$ cat config.mk
export PLATFORM = sky130hd
export DESIGN_NAME = scene_buffer_ctrl
export DESIGN_NICKNAME = d
export VERILOG_FILES = /design/src/rtl/scene_buffer_ctrl.sv
export SDC_FILE = /design/constraint.sdc
export NUM_CORES = 1
export LEC_CHECK = 0
export ABC_AREA = 1
export CAP_MARGIN = 0
export CORE_MARGIN = 4
export CORE_UTILIZATION = 45
export CTS_BUF_LIST = sky130_fd_sc_hd__clkbuf_2 sky130_fd_sc_hd__clkbuf_4 sky130_fd_sc_hd__clkbuf_8
export DETAILED_ROUTE_END_ITERATION = 10
export PLACE_DENSITY_LB_ADDON = 0.12
export SYNTH_ARGS = -nofsm -noshare
export SYNTH_HDL_FRONTEND = slang
export SYNTH_SLANG_ARGS = --single-unit
$ cat constraint.sdc
create_clock -name clk -period 1.88 [get_ports clk]
set_clock_uncertainty 0.05 [all_clocks]
set_input_delay 0.282 -clock clk [delete_from_list [all_inputs] [get_ports clk]]
set_output_delay 0.282 -clock clk [all_outputs]
set_load 0.005 [all_outputs]
$ cat src/rtl/scene_buffer_ctrl.sv
// scene_buffer_ctrl: double-buffered scene storage between the scene producer
// and the rasterizer. The producer fills the back buffer and commits it. On the
// next frame pulse the back buffer is copied to the front buffer, so the
// rasterizer only ever sees complete scenes.

package scene_buffer_pkg;

  typedef struct packed {
    logic [11:0] x;
    logic [11:0] y;
  } vertex_2d_t;

  typedef struct packed {
    logic [2:0]  v0;
    logic [2:0]  v1;
    logic [2:0]  v2;
    logic [11:0] color;
  } triangle_t;

endpackage

module scene_buffer_ctrl
  import scene_buffer_pkg::*;
#(
  parameter int NUM_VERTS = 8,
  parameter int MAX_TRIS  = 12
) (
  input  logic       clk,
  input  logic       rst,
  input  logic       frame,
  input  logic       wr_valid,
  output logic       wr_ready,
  input  logic       wr_is_tri,
  input  logic [3:0] wr_index,
  input  vertex_2d_t wr_vertex,
  input  triangle_t  wr_tri,
  input  logic       commit,
  input  logic [3:0] commit_num_tris,
  output vertex_2d_t vertices_2d [NUM_VERTS],
  output triangle_t  triangles   [MAX_TRIS],
  output logic [3:0] num_triangles,
  output logic       swap_pulse,
  output logic [7:0] drop_count,
  output logic       err
);

  localparam int VIDX_W = $clog2(NUM_VERTS);
  localparam int TIDX_W = $clog2(MAX_TRIS);

  typedef enum logic {
    FILL,
    PENDING
  } state_t;

  state_t state;
  state_t state_next;

  vertex_2d_t back_verts [NUM_VERTS];
  triangle_t  back_tris  [MAX_TRIS];
  logic [3:0] back_count;

  logic [VIDX_W-1:0] vert_slot;
  logic [TIDX_W-1:0] tri_slot;
  logic              vert_in_range;
  logic              tri_in_range;
  logic              count_clamped;
  logic              accept;

  assign vert_slot     = wr_index[VIDX_W-1:0];
  assign tri_slot      = wr_index[TIDX_W-1:0];
  assign vert_in_range = int'(wr_index) < NUM_VERTS;
  assign tri_in_range  = int'(wr_index) < MAX_TRIS;
  assign count_clamped = int'(commit_num_tris) > MAX_TRIS;

  // Ready only while filling; held low during reset so no handshake completes.
  assign wr_ready = (state == FILL) && !rst;
  assign accept   = wr_valid && wr_ready;

  // State register.
  always_ff @(posedge clk) begin
    // NOTE: sequential state uses non-blocking assignments so every register
    // samples the pre-edge values, independent of statement order.
    if (rst) state <= FILL;
    else     state <= state_next;
  end

  // Next-state logic: a commit parks the scene until the next frame pulse.
  always_comb begin
    // NOTE: default first so every path assigns state_next and no latch forms.
    state_next = state;
    unique case (state)
      FILL:    if (commit)  state_next = PENDING;
      PENDING: if (frame)   state_next = FILL;
      default:              state_next = FILL;
    endcase
  end

  // Back/front buffer storage, swap, drop counting and error flag.
  always_ff @(posedge clk) begin
    if (rst) begin
      // NOTE: both buffers are register arrays (not RAM) and must come up as
      // an all-zero scene, so every entry is cleared here on purpose.
      for (int i = 0; i < NUM_VERTS; i++) begin
        back_verts[i]  <= '0;
        vertices_2d[i] <= '0;
      end
      for (int i = 0; i < MAX_TRIS; i++) begin
        back_tris[i] <= '0;
        triangles[i] <= '0;
      end
      back_count    <= '0;
      num_triangles <= '0;
      swap_pulse    <= 1'b0;
      drop_count    <= '0;
      err           <= 1'b0;
    end else begin
      swap_pulse <= 1'b0;

      // Out-of-range writes still complete the handshake but are discarded.
      if (accept) begin
        if (wr_is_tri) begin
          if (tri_in_range) back_tris[tri_slot] <= wr_tri;
          else              err <= 1'b1;
        end else begin
          if (vert_in_range) back_verts[vert_slot] <= wr_vertex;
          else               err <= 1'b1;
        end
      end

      unique case (state)
        FILL: begin
          if (commit) begin
            if (count_clamped) begin
              back_count <= 4'(MAX_TRIS);
              err        <= 1'b1;
            end else begin
              back_count <= commit_num_tris;
            end
          end
          // A frame with nothing committed is a dropped frame, even when the
          // commit lands on the same edge.
          if (frame && drop_count != 8'hFF) drop_count <= drop_count + 8'd1;
        end
        PENDING: begin
          if (frame) begin
            vertices_2d   <= back_verts;
            triangles     <= back_tris;
            num_triangles <= back_count;
            swap_pulse    <= 1'b1;
          end
        end
        default: ;
      endcase
    end
  end

endmodule

==> impl.org <==
** Timing
- Static timing analysis puts the maximum clock frequency at 546 MHz.
- Setup violations remaining at the end of the flow were counted as 0.
- Slew of the pin with the lowest slew margin :: 0.818 ns
- The max-slew violation total from the final report came to 0.
- Setup repair after global routing could not meet its margin everywhere.
- Clock period minus final worst setup slack :: 1.83 ns
- The final count of hold timing violations was 0.
- On the final layout, the worst hold slack is 0.0587 ns.
- Worst slew margin relative to its limit :: 0.454
- Final WS setup :: 0.0486 ns
- Setup total negative slack on the finished layout was measured at 0 ns.
- Final worst path period share :: 0.974

** Synth
- Dividing the synthesized area by the synthesized cell count gives 7.76 sq um.
- Cell accounting for the most synthesized area :: sky130_fd_sc_hd__dfxtp_1
- Synth Register Bits :: 907
- After synthesis, the netlist uses 25 different library cells.
- After technology mapping, the gate count stands at 4,148.
- The synthesized netlist occupies a cell area of 32,200 sq um.
- Cells taking the most area after synthesis :: sky130_fd_sc_hd__dfxtp_1, sky130_fd_sc_hd__nand2_1, sky130_fd_sc_hd__nand3_1
- Of the post-synthesis cell area, the dominant cell type holds 0.564.
- During synthesis, Yosys emitted a total of 0 warnings.
- Fraction of the yosys area taken by sequential cells :: 0.564
- When the netlist entered floorplanning its net count stood at 4,208.

** Setup path
- Capture instance of the worst register-to-register path :: back_verts[145]
- In this run the register-to-register setup slack is 0.05 ns.
- Setup crit start kind :: flip-flop
- STA classifies the critical path endpoint as a flip-flop.
- Required time of the critical path :: 2.55 ns
- In this run the worst path has a maximum fanout of 23.
- The critical path is of the flip-flop to flip-flop type.
- The worst register-to-register path begins at state.
- Arr. time, crit path :: 2.51 ns
- The number of cells on the worst reg-to-reg path is 7.

** Route
- Number of optimization iterations in the first detailed-route pass :: 6
- Count of vias placed by the detailed router :: 29,900
- After the first detailed-routing iteration, the DRC count stood at 2,836.
- Average via count per standard cell :: 5.24
- For this block, the routed nets add up to 110,000 um of wire.
- In the routed design, unresolved DRC markers number 0.
- In this run the remaining antenna-violating nets after routing total 0.
- Routed wire per std cell :: 19.3 um

** Final layout
- Design Area, Final :: 42,200 sq um
- Leaving out fill and tap cells, the most frequent cell in the layout is sky130_fd_sc_hd__nand2_1.
- After the last flow step, the layout net total stands at 4,726.
- In the final layout, flip-flops and latches occupy 18,400 sq um.
- Once layout is complete, the cells apart from fillers number 5,709.
- From synthesis to final layout, the design area changed by 31.1%.
- Top library cells by usage in the layout, fill and taps aside :: sky130_fd_sc_hd__nand2_1, sky130_fd_sc_hd__dfxtp_1, sky130_fd_sc_hd__nand3_1
- In the final layout, the multi-input gates occupy 12,300 sq um.
- Fraction of final layout cells with drive strength greater than 1 :: 0.139
- Filler Cell Count :: 6,575

** Pwr
- The worst-case IR drop observed on VDD is 0.000517 V.
- Total power per unit cell area :: 925 nW/um^2
- Static Leakage :: 20.1 nW

** Floorplan
- Number of ports placed on the die boundary :: 518
- Initial Utilization :: 0.457
- From bottom edge to top edge, the die measures 275 um.
- The die covers 75,900 sq um.
- The initialized floorplan defines 97 standard-cell rows.
- Placeable Area :: 70,500 sq um
- From left edge to right edge, the die measures 275 um.

** GRT
- Aggregate global routing overflow :: 0
- Across every metal layer, demand over resource in global routing totals 0.279.
- Maximum number of pins on one net before global-route repair :: 146
- The via count of the first global-routing pass is 28,000.
- The initial antenna violation count came to 7.
- The first global-routing pass estimated 165,000 um of wire.

** Run status
- The flow ran to the end, and the final reports show no timing, DRC or antenna violations.

** Hold path
- Hold Path End :: back_count[3]
- Min-delay worst type :: input port to flip-flop
- Worst hold start :: commit_num_tris[3]
- Counting instances, the worst hold path has a depth of 3.

** Clocking
- CTS built an H-tree with a depth of 4.
- The longest clock path from root to sink contains 3 buffers.
- Clock tree from TritonCTS :: yes
- Clock tree synthesis found a total of 907 sinks.
- Root buffer cell :: sky130_fd_sc_hd__clkbuf_8
- CTS clk-pin slew, worst paths :: 0.06 ns
- Total clock buffers created by CTS :: 149
- The clock reaches the later pin of the worst-skew pair after 0.79 ns.

** Job
- Max-cap violations in this run came to 0.

** Placement
- Placed Instances :: 5,450
- During placement, the flow inserted port buffers numbering 517.
- DP Area :: 39,400 sq um
- Routability-driven placement finished with a final weighted congestion of 0.857.
- Timing analysis after detailed placement gives a worst setup slack of -0.292 ns.
- Summed over all nets, the half-perimeter wirelength after detailed placement is 72,400 um.
==> area by class of cell <==
type                            count  share of cell area
Multi-Input combinational cell   2833               0.291
Antenna cell                        3            0.000178
Tap cell                          940              0.0279
Clock buffer                      237              0.0688
Timing Repair Buffer              727               0.167
Clock inverter                     14             0.00385
Inverter                           48             0.00453
Sequential cell                   907               0.436
==> flip-flops by register name (all words and copies together), names as in the netlist, 4 cells and up <==
register,count
back_verts,192
drop_count,8
back_count,4
num_triangles,4
back_tris,252
vertices_2d,192
triangles,252
==> power by group <==
part           total (W)  switching (W)  internal [W]
Combinational    0.00189        0.00130      0.000593
Sequential        0.0193      0.0000433        0.0193
Clock             0.0179        0.00786        0.0100
Total             0.0391        0.00920        0.0299
==> routing by layer <==
metal	part of all wire	up-vias	GRT usage
met4	0.028	6	0.0881
met1	0.44	14000	0.387
li1	-	14500	-
met2	0.44	1138	0.429
met5	0.00031	-	0
met3	0.086	219	0.0696
==> logic make-up (layout without fill, tap and decap cells) <==
family                     after synthesis  in the layout  synth area share
AOI/OAI and AO/OA                      435            435            0.0676
DFF                                    907            907             0.564
xor gates and xnor gates                 2              2          0.000544
other                                    0              3                 0
buffers and inverters                  410           1026            0.0557
and+or+nand+nor                       2393           2395             0.312
adders and majority gates                1              1          0.000389
==> synth_stat cells (all sizes together) <==
cell type and n:
clkbuf 159, buf 203, nor2 513, nand2 1095, inv 48, nand4 2, nand3 612, nor3 170
o21ai 300, xor2 2, ha 1, and3 1, a21oi 135, dfxtp 907
==> worst max path at each step <==
stage / start / endpoint / slack, ns / depth (start not counted)
floorplan: state / back_verts[144] / 0.39 / 9
global placement: wr_index[2] / back_tris[233] / -0.26 / 9
detailed placement: wr_index[2] / back_tris[236] / -0.29 / 9
CTS: triangles[251] / triangles[251] / 0.01 / 1
global route: state / back_verts[150] / -0.01 / 7
finish: state / back_verts[145] / 0.05 / 7
==> critical path, cell delays in order, from the launching register on <==
cell and delay, ns:
sky130_fd_sc_hd__dfxtp_1 0.33, sky130_fd_sc_hd__nor2_4 0.12, sky130_fd_sc_hd__nand2_2 0.15, sky130_fd_sc_hd__inv_2 0.14
sky130_fd_sc_hd__nand2_8 0.18, sky130_fd_sc_hd__nor2_2 0.51, sky130_fd_sc_hd__o21ai_0 0.17, sky130_fd_sc_hd__nor2_1 0.10
==> through the flow <==
step	power (W)	utilization
finish	0.0391	0.599
CTS	0.0393	0.599
floorplan	0.0206	-
global placement	0.0216	0.559
detailed placement	0.0216	0.559
global route	0.0403	0.599
==> what timing repair did <==
item | CTS | global route
buffers inserted | 3 | 0
endpoints found under the hold margin | 3 | 0
pin swaps | 1 | 0
setup endpoints to repair | 459 | 31
gates cloned | 0 | 2
resized for setup | 649 | 6
hold buffers | 1 | 0
Power figures use the tool's default switching activity.
